==> src/rtl/riscv_memarb.sv <==
// rtl/riscv_memarb.sv - shared single-port memory arbiter for fetch and MEM-stage data
//
// Purpose: serialises instruction fetch (32-bit, read-only) and data access
// (64-bit, read/write) onto one memory with a variable-latency req/ack
// handshake, and reports per-stage stalls to the hazard unit.
// Optional build macro: RISCV_MEMARB_RR_EN (round-robin arbitration when both
// requesters are pending; default is fixed data-over-fetch priority).
//
// Ports:
//   i_riscv_memarb_clk / i_riscv_memarb_rst    clock, async active-low reset
//   i_riscv_memarb_if_*                        fetch request / address
//   o_riscv_memarb_if_inst / _if_valid         fetched instruction, 1-cycle valid
//   i_riscv_memarb_dm_*                        data request, wen, sel, addr, wdata
//   o_riscv_memarb_dm_rdata / _dm_valid        load data, 1-cycle completion
//   o_riscv_memarb_mem_* / i_riscv_memarb_mem_* memory req/ack interface
//   o_riscv_memarb_stall_if / _stall_m         stalls to hazard unit

module riscv_memarb #(
    parameter int ADDR_W = 64,
    parameter int DATA_W = 64
) (
    input  logic              i_riscv_memarb_clk,
    input  logic              i_riscv_memarb_rst,
    input  logic              i_riscv_memarb_if_req,
    input  logic [ADDR_W-1:0] i_riscv_memarb_if_addr,
    output logic [31:0]       o_riscv_memarb_if_inst,
    output logic              o_riscv_memarb_if_valid,
    input  logic              i_riscv_memarb_dm_req,
    input  logic              i_riscv_memarb_dm_wen,
    input  logic [1:0]        i_riscv_memarb_dm_sel,
    input  logic [ADDR_W-1:0] i_riscv_memarb_dm_addr,
    input  logic [DATA_W-1:0] i_riscv_memarb_dm_wdata,
    output logic [DATA_W-1:0] o_riscv_memarb_dm_rdata,
    output logic              o_riscv_memarb_dm_valid,
    output logic              o_riscv_memarb_mem_req,
    output logic              o_riscv_memarb_mem_wen,
    output logic [1:0]        o_riscv_memarb_mem_sel,
    output logic [ADDR_W-1:0] o_riscv_memarb_mem_addr,
    output logic [DATA_W-1:0] o_riscv_memarb_mem_wdata,
    input  logic              i_riscv_memarb_mem_ack,
    input  logic [DATA_W-1:0] i_riscv_memarb_mem_rdata,
    output logic              o_riscv_memarb_stall_if,
    output logic              o_riscv_memarb_stall_m
);

    typedef enum logic [1:0] {
        IDLE    = 2'd0,
        IF_BUSY = 2'd1,
        DM_BUSY = 2'd2,
        RESP    = 2'd3
    } state_t;

    state_t              state_q, state_d;
    logic                grant_dm_q, grant_dm_d;   // 1 = data owns the access
    logic                live_q, live_d;           // requester still wants the result
    logic                wen_q, wen_d;
    logic [1:0]          sel_q, sel_d;
    logic [ADDR_W-1:0]   addr_q, addr_d;
    logic [DATA_W-1:0]   wdata_q, wdata_d;
    logic [DATA_W-1:0]   rdata_q, rdata_d;
    logic                pick_dm;
    logic                cur_req;

`ifdef RISCV_MEMARB_RR_EN
    // 0 = fetch was granted last, 1 = data was granted last
    logic                last_grant_q, last_grant_d;

    // Data wins a tie only when fetch had the previous grant.
    assign pick_dm = i_riscv_memarb_dm_req & (~i_riscv_memarb_if_req | ~last_grant_q);
`else
    assign pick_dm = i_riscv_memarb_dm_req;
`endif

    assign cur_req = grant_dm_q ? i_riscv_memarb_dm_req : i_riscv_memarb_if_req;

    always_comb begin
        state_d    = state_q;
        grant_dm_d = grant_dm_q;
        live_d     = live_q;
        wen_d      = wen_q;
        sel_d      = sel_q;
        addr_d     = addr_q;
        wdata_d    = wdata_q;
        rdata_d    = rdata_q;
`ifdef RISCV_MEMARB_RR_EN
        last_grant_d = last_grant_q;
`endif
        case (state_q)
            IDLE: begin
                if (pick_dm) begin
                    state_d    = DM_BUSY;
                    grant_dm_d = 1'b1;
                    live_d     = 1'b1;
                    wen_d      = i_riscv_memarb_dm_wen;
                    sel_d      = i_riscv_memarb_dm_sel;
                    addr_d     = i_riscv_memarb_dm_addr;
                    wdata_d    = i_riscv_memarb_dm_wdata;
`ifdef RISCV_MEMARB_RR_EN
                    last_grant_d = 1'b1;
`endif
                end else if (i_riscv_memarb_if_req) begin
                    state_d    = IF_BUSY;
                    grant_dm_d = 1'b0;
                    live_d     = 1'b1;
                    wen_d      = 1'b0;
                    sel_d      = 2'b11;
                    addr_d     = i_riscv_memarb_if_addr;
                    wdata_d    = '0;
`ifdef RISCV_MEMARB_RR_EN
                    last_grant_d = 1'b0;
`endif
                end
            end
            IF_BUSY, DM_BUSY: begin
                // A withdrawn request (e.g. fetch flushed by a branch) still
                // lets the memory finish; only the valid pulse is dropped.
                if (!cur_req) begin
                    live_d = 1'b0;
                end
                if (i_riscv_memarb_mem_ack) begin
                    rdata_d = i_riscv_memarb_mem_rdata;
                    state_d = RESP;
                end
            end
            RESP: begin
                state_d = IDLE;
            end
            default: begin
                state_d = IDLE;
            end
        endcase
    end

    always_ff @(posedge i_riscv_memarb_clk or negedge i_riscv_memarb_rst) begin
        if (!i_riscv_memarb_rst) begin
            state_q    <= IDLE;
            grant_dm_q <= 1'b0;
            live_q     <= 1'b0;
            wen_q      <= 1'b0;
            sel_q      <= 2'b00;
            addr_q     <= '0;
            wdata_q    <= '0;
            rdata_q    <= '0;
`ifdef RISCV_MEMARB_RR_EN
            last_grant_q <= 1'b0;
`endif
        end else begin
            state_q    <= state_d;
            grant_dm_q <= grant_dm_d;
            live_q     <= live_d;
            wen_q      <= wen_d;
            sel_q      <= sel_d;
            addr_q     <= addr_d;
            wdata_q    <= wdata_d;
            rdata_q    <= rdata_d;
`ifdef RISCV_MEMARB_RR_EN
            last_grant_q <= last_grant_d;
`endif
        end
    end

    assign o_riscv_memarb_mem_req   = (state_q == IF_BUSY) || (state_q == DM_BUSY);
    assign o_riscv_memarb_mem_wen   = wen_q;
    assign o_riscv_memarb_mem_sel   = sel_q;
    assign o_riscv_memarb_mem_addr  = addr_q;
    assign o_riscv_memarb_mem_wdata = wdata_q;

    // Grant is exclusive, so the two valids can never coincide.
    assign o_riscv_memarb_if_valid = (state_q == RESP) & ~grant_dm_q & live_q & i_riscv_memarb_if_req;
    assign o_riscv_memarb_dm_valid = (state_q == RESP) &  grant_dm_q & live_q & i_riscv_memarb_dm_req;

    assign o_riscv_memarb_if_inst  = addr_q[2] ? rdata_q[63:32] : rdata_q[31:0];
    assign o_riscv_memarb_dm_rdata = rdata_q;

    // Gated by reset so stalls drop the instant reset asserts.
    assign o_riscv_memarb_stall_if = i_riscv_memarb_rst & i_riscv_memarb_if_req & ~o_riscv_memarb_if_valid;
    assign o_riscv_memarb_stall_m  = i_riscv_memarb_rst & i_riscv_memarb_dm_req & ~o_riscv_memarb_dm_valid;

endmodule

==> config.mk <==
export PLATFORM = sky130hd
export DESIGN_NAME = riscv_memarb
export DESIGN_NICKNAME = d
export VERILOG_FILES = /design/src/rtl/riscv_memarb.sv
export SDC_FILE = /design/constraint.sdc
export NUM_CORES = 1
export LEC_CHECK = 0
export ABC_AREA = 1
export BUFFER_PORTS_ARGS = -buffer_cell sky130_fd_sc_hd__buf_4
export CELL_PAD_IN_SITES_DETAIL_PLACEMENT = 1
export CELL_PAD_IN_SITES_GLOBAL_PLACEMENT = 2
export CORE_MARGIN = 4
export CORE_UTILIZATION = 21
export CTS_BUF_LIST = sky130_fd_sc_hd__clkbuf_4
export CTS_CLUSTER_SIZE = 12
export DETAILED_ROUTE_END_ITERATION = 6
export PLACE_DENSITY = 0.79
export SYNTH_ARGS = -nofsm -noshare
export SYNTH_HDL_FRONTEND = slang
export SYNTH_SLANG_ARGS = --single-unit
==> constraint.sdc <==
create_clock -name i_riscv_memarb_clk -period 1.4 [get_ports i_riscv_memarb_clk]
set_input_delay 0.28 -clock i_riscv_memarb_clk [delete_from_list [all_inputs] [get_ports i_riscv_memarb_clk]]
set_output_delay 0.28 -clock i_riscv_memarb_clk [all_outputs]
set_load 0.01 [all_outputs]
# ---- Word level (Yosys, flattened, before mapping)
# Index checks and enable logic that the tools add are counted.
dict set report word_totals {
  reg_bits 199
}
dict set report op_classes {
  eq_ne 6
  mux 19
  n_bitwise 13
  reduce_logical 9
}
# operator n
set ops {}
lappend ops {{$mux W64} 4}
lappend ops {{$mux W32} 1}
lappend ops {{$and A1 B1 Y1} 10}
lappend ops {{$mux W2} 5}
lappend ops {{$mux W1} 7}
lappend ops {{$pmux W2 S3} 1}
lappend ops {{$reduce_and A2 Y1} 3}
lappend ops {{$eq A2 B2 Y1 const B} 2}
lappend ops {{$ne A2 B2 Y1 const B} 2}
lappend ops {{$reduce_bool A2 Y1} 2}
lappend ops {{$ne A3 B3 Y1 const B} 1}
lappend ops {{$not A1 Y1} 3}
lappend ops {{$reduce_and A3 Y1} 1}
lappend ops {{$eq A2 B1 Y1 const B} 1}
lappend ops {{$logic_not A2 Y1} 1}
lappend ops {{$pmux W1 S2} 1}
lappend ops {{$reduce_or A2 Y1} 1}
lappend ops {{$logic_or A1 B1 Y1} 1}

# ---- Logic depth before layout (Yosys ltp)
dict set report depth {
  word_depth 6
  depth_mapped 8
  depth_no_buf 7
}

# ---- Least setup slack after synthesis
# Ideal clock, no wire load.
dict set report synth_path {
  kind {reg-to-reg}
  start {reg state_q[0]}
  end {reg rdata_q[13], in the netlist o_riscv_memarb_dm_rdata[13]}
  setup_time_ps 66
  t_arrival_ps 1404
  required_time_ps 1334
  path_slack_ps -70
  stages_incl_launch_ff 7
  path_buffers 2
  period_less_slack_ps 1470
  path_cell_list {dfrtp_1 -> inv_1 -> ha_1 -> buf_2 -> buf_1 -> nand3_1 -> nand2_1}
}
dict set report synth_via {
  elab_chain_cells 3
  word_cells_on_any_way 4
  cone_classes {2 x eq/ne; 2 x reduce/logical}
}
# item line
set synth_rtl {}
lappend synth_rtl {{from (decl)} 53} ;# state_t state_q, state_d;
lappend synth_rtl {{from (signal assigned)} 148} ;# state_q <= state_d;
lappend synth_rtl {{$eq A2 B1 Y1 / $eq A2 B2 Y1 (equally long branches)} 88} ;# case (state_q)
lappend synth_rtl {{$reduce_or A2 Y1 (*)} 88}
lappend synth_rtl {{$reduce_and A2 Y1 (no line) (*)} n/a}
lappend synth_rtl {{to (signal assigned)} 155} ;# rdata_q <= rdata_d;
lappend synth_rtl {{to (decl)} 60} ;# logic [DATA_W-1:0] rdata_q, rdata_d;
# Every way passes the cells marked *; elsewhere a longest branch is shown, timed or not.
# A chain may end at the register's enable or synchronous reset.

# ---- Worst setup path after layout
dict set report layout_path {
  start {reg addr_q[2], in the netlist o_riscv_memarb_mem_addr[2]}
  end {out o_riscv_memarb_if_inst[17]}
}
dict set report layout_via {
  elab_chain_cells 1
}
# item line
set layout_rtl {}
lappend layout_rtl {{from (decl)} 58} ;# logic [ADDR_W-1:0] addr_q, addr_d;
lappend layout_rtl {{from (signal assigned)} 153} ;# addr_q <= addr_d;
lappend layout_rtl {{$mux W32} 172} ;# assign o_riscv_memarb_if_inst = addr_q[2] ? rdata_q[63:32] : rdata_q[31:0];
lappend layout_rtl {{to (decl)} 26} ;# output logic [31:0] o_riscv_memarb_if_inst,
# No other way between the ends.

==> results.sh <==
export IMPL_grt_pass1_vias=12200
export IMPL_chipWidth_um=214
export IMPL_dieHeight_um=214
export IMPL_core_area_sq_mm=0.0419
export IMPL_skew_ns=0.0185
export IMPL_final_hold_viol_count=0
export IMPL_io_pins=496
export IMPL_dpl_cell_area_sq_mm=0.0136
export IMPL_route_detailed_drc=0
export IMPL_die_area_sq_mm=0.0457
export IMPL_layout_drive_gt1_share_pct=37.7
export IMPL_worstSetupStartpoint="o_riscv_memarb_mem_addr[2]$_DFFE_PN0P_"
export IMPL_gp_congestion=0.780
export IMPL_final_area_sq_mm=0.0188
export IMPL_ir_drop_mv=1.30
export IMPL_worst_path_max_fanout=6
export IMPL_seq_area_frac_synth_pct=56.0
export IMPL_required_ns=1.12
export IMPL_path_class="reg2out"
export IMPL_synth_top_area_cell="dfrtp_1"
export IMPL_whs_ns=0.151
export IMPL_finalSetupViolations=303
export IMPL_final_core_util_pct=44.8
export IMPL_slew_violations=0
export IMPL_relSlewSlack_pct=68.3
export IMPL_synthTopCellsByArea="dfrtp_1 (56%), nand2_1 (35%), nand3_1 (3.8%), buf_2 (1.5%), clkbuf_1 (1.1%)"
export IMPL_syn_to_final_growth_pct=111
export IMPL_status="complete, but fails checks"
export IMPL_min_period_ns=2.03
export IMPL_drt_iter0_drc=524
export IMPL_grt_util_all_layers_pct=19.0
export IMPL_via_per_inst=4.39
export IMPL_tns_ns=-53.17
export IMPL_grt_antenna_before_repair=2
export IMPL_grt_ovfl_total=0
export IMPL_synth_avg_cell_area_sq_um=7.51
export IMPL_max_cap_violations=0
export IMPL_holdCritPathClass="in2reg"
export IMPL_cp_data_arrival_time_ns=1.75
export IMPL_first_pass_iters=4
export IMPL_syn_nets=1452
export IMPL_cts_sinks=199
export IMPL_syn_area_sq_mm=0.00889
export IMPL_routed_wl_um=48800
export IMPL_nNetsFinal=2308
export IMPL_start_util_pct=21.2
export IMPL_violations="setup timing"
export IMPL_clk_pin_slew_ns=0.15
export IMPL_start_kind="flop"
export IMPL_r2r_start="state_q[1]$_DFFE_PN0P_"
export IMPL_max_freq_mhz=493
export IMPL_io_buffers=495
export IMPL_grt_pass1_wl_um=68000
export IMPL_cts_tree="done"
export IMPL_leakage_nw=10.2
export IMPL_syn_instance_count=1185
export IMPL_timing_final_ws_setup_ns=-0.630
export IMPL_cts_buffers=17
export IMPL_reg2regPathDepth=9
export IMPL_hpwl_um=30400
export IMPL_ant_nets=0
export IMPL_hold_start="i_riscv_memarb_dm_req"
export IMPL_ys_types=16
export IMPL_powerDensity_mw_per_mm2=2080
export IMPL_rsz0062_at_grt="true"
export IMPL_tightest_slew_ns=0.475
export IMPL_htree_levels=4
export IMPL_fillers=4873
export IMPL_rows=75
export IMPL_multiInputGateArea_sq_mm=0.00389
export IMPL_post_route_period_util_pct=145
export IMPL_cts_root_buf="clkbuf_4"
export IMPL_timing_rr_end="o_riscv_memarb_dm_rdata[13]$_DFFE_PN0P_"
export IMPL_vias=11400
export IMPL_ys_warnings_count=0
export IMPL_synth_seq_cells=199
export IMPL_seq_area_sq_mm=0.00501
export IMPL_wire_per_inst_um=18.8
export IMPL_grt_max_degree=75
export IMPL_min_to="live_q$_DFFE_PN0P_"
export IMPL_r2r_slack_ns=-0.25
export IMPL_end_kind="output port"
export IMPL_yosys_area_top_type_share_pct=56.0
export IMPL_clock_latency_ns=0.66
export IMPL_hold_depth=5
export IMPL_cts_path_max_buffers=2
-- through the flow --
stage	cells	setup WS, ns	total power, mW
after global placement	2200	-0.0977	27.4
after CTS	2537	-0.733	35.8
final	2594	-0.630	39.1
after floorplan	1185	-0.0512	17.6
after detailed placement	2200	-0.107	27.8
after global routing	2593	-0.757	41.6
-- routing by layer --
metal,global-route usage [%],wire length [um],vias to the layer above,share of wire (%)
met5,0,0,-,0
met4,8.36,2050,0,4.2
met3,4.42,2870,114,5.9
met2,34.1,25200,406,52
met1,21.7,18700,5557,38
li1,-,-,5308,-
-- placed cells by master (no fill, tap or decap), drive strengths merged --
master	synthesis	final
nand2	818	818
buf	44	634
dlygate4sd3	0	263
dfrtp	199	199
nand3	67	67
clkbuf	26	29
inv	11	12
nor2	9	9
o21ai	5	5
clkinv	0	4
diode	0	3
bufinv	0	3
ha	3	3
nor3	2	2
clkinvlp	0	2
or2	1	1
bufbuf	0	1
-- registers in the layout, summed over array words and instances, names as in the netlist --
signal                    flops
o_riscv_memarb_mem_sel        2
o_riscv_memarb_mem_wdata     64
o_riscv_memarb_mem_wen        1
o_riscv_memarb_dm_rdata      64
state_q                       2
o_riscv_memarb_mem_addr      64
grant_dm_q                    1
live_q                        1
-- synthesized netlist by cell type --
master,number
buf_1,9
buf_2,26
buf_4,5
buf_6,4
clkbuf_1,26
dfrtp_1,199
ha_1,3
inv_1,10
inv_2,1
nand2_1,818
nand3_1,67
nor2_1,9
nor3_1,2
o21ai_0,4
o21ai_4,1
or2_2,1
-- worst max-delay path, cell delays in order, from the launching register on --
cell and delay (ns):
dfrtp_2 0.51, buf_8 0.18, clkbuf_16 0.18, nand2_4 0.07, nand2_4 0.05, buf_6 0.11
-- power breakdown --
| part | total [mW] | internal (mW) | switching [mW] | leakage, nW |
|---|---|---|---|---|
| combinational | 24.3 | 13.1 | 11.2 | 7.56 |
| sequential | 11.5 | 8.62 | 2.85 | 2.47 |
| clock | 3.39 | 1.26 | 2.12 | 0.148 |
-- cell type report --
cell class / instances / share of cell area [%]
Timing Repair Buffer: 907 / 47.3
Clock inverter: 10 / 0.692
Multi-Input combinational cell: 905 / 20.7
Sequential cell: 199 / 26.7
Tap cell: 539 / 3.59
Antenna cell: 3 / 0.0399
Inverter: 11 / 0.286
Clock buffer: 20 / 0.799
-- timing repair --
action | in CTS | in global routing
buffers inserted | 39 | 47
hold buffers | 263 | 0
resized for setup | 229 | 151
pin swaps | 7 | 29
gates cloned | 5 | 8
endpoints found under the setup margin | 389 | 429
hold endpoints to repair | 397 | 0
-- cells by family after synthesis --
family	after synthesis	share of synthesized area, %
and+or+nand+nor	897	38.9
DFF	199	56.0
buffers and inverters	81	4.33
AOI/OAI and AO/OA	5	0.408
adders and majority gates	3	0.422
-- how the worst max path moves through the flow --
stage               depth (start not counted)  slack, ns                                       to
floorplan                                   6      -0.05  o_riscv_memarb_dm_rdata[10]$_DFFE_PN0P_
global placement                            7       -0.1                   state_q[1]$_DFFE_PN0P_
detailed placement                          6      -0.11  o_riscv_memarb_mem_addr[56]$_DFFE_PN0P_
CTS                                         4      -0.73                   o_riscv_memarb_mem_req
global route                                5      -0.76               o_riscv_memarb_if_inst[21]
finish                                      5      -0.63               o_riscv_memarb_if_inst[17]
Note: power is estimated with default switching activity, not from simulation.
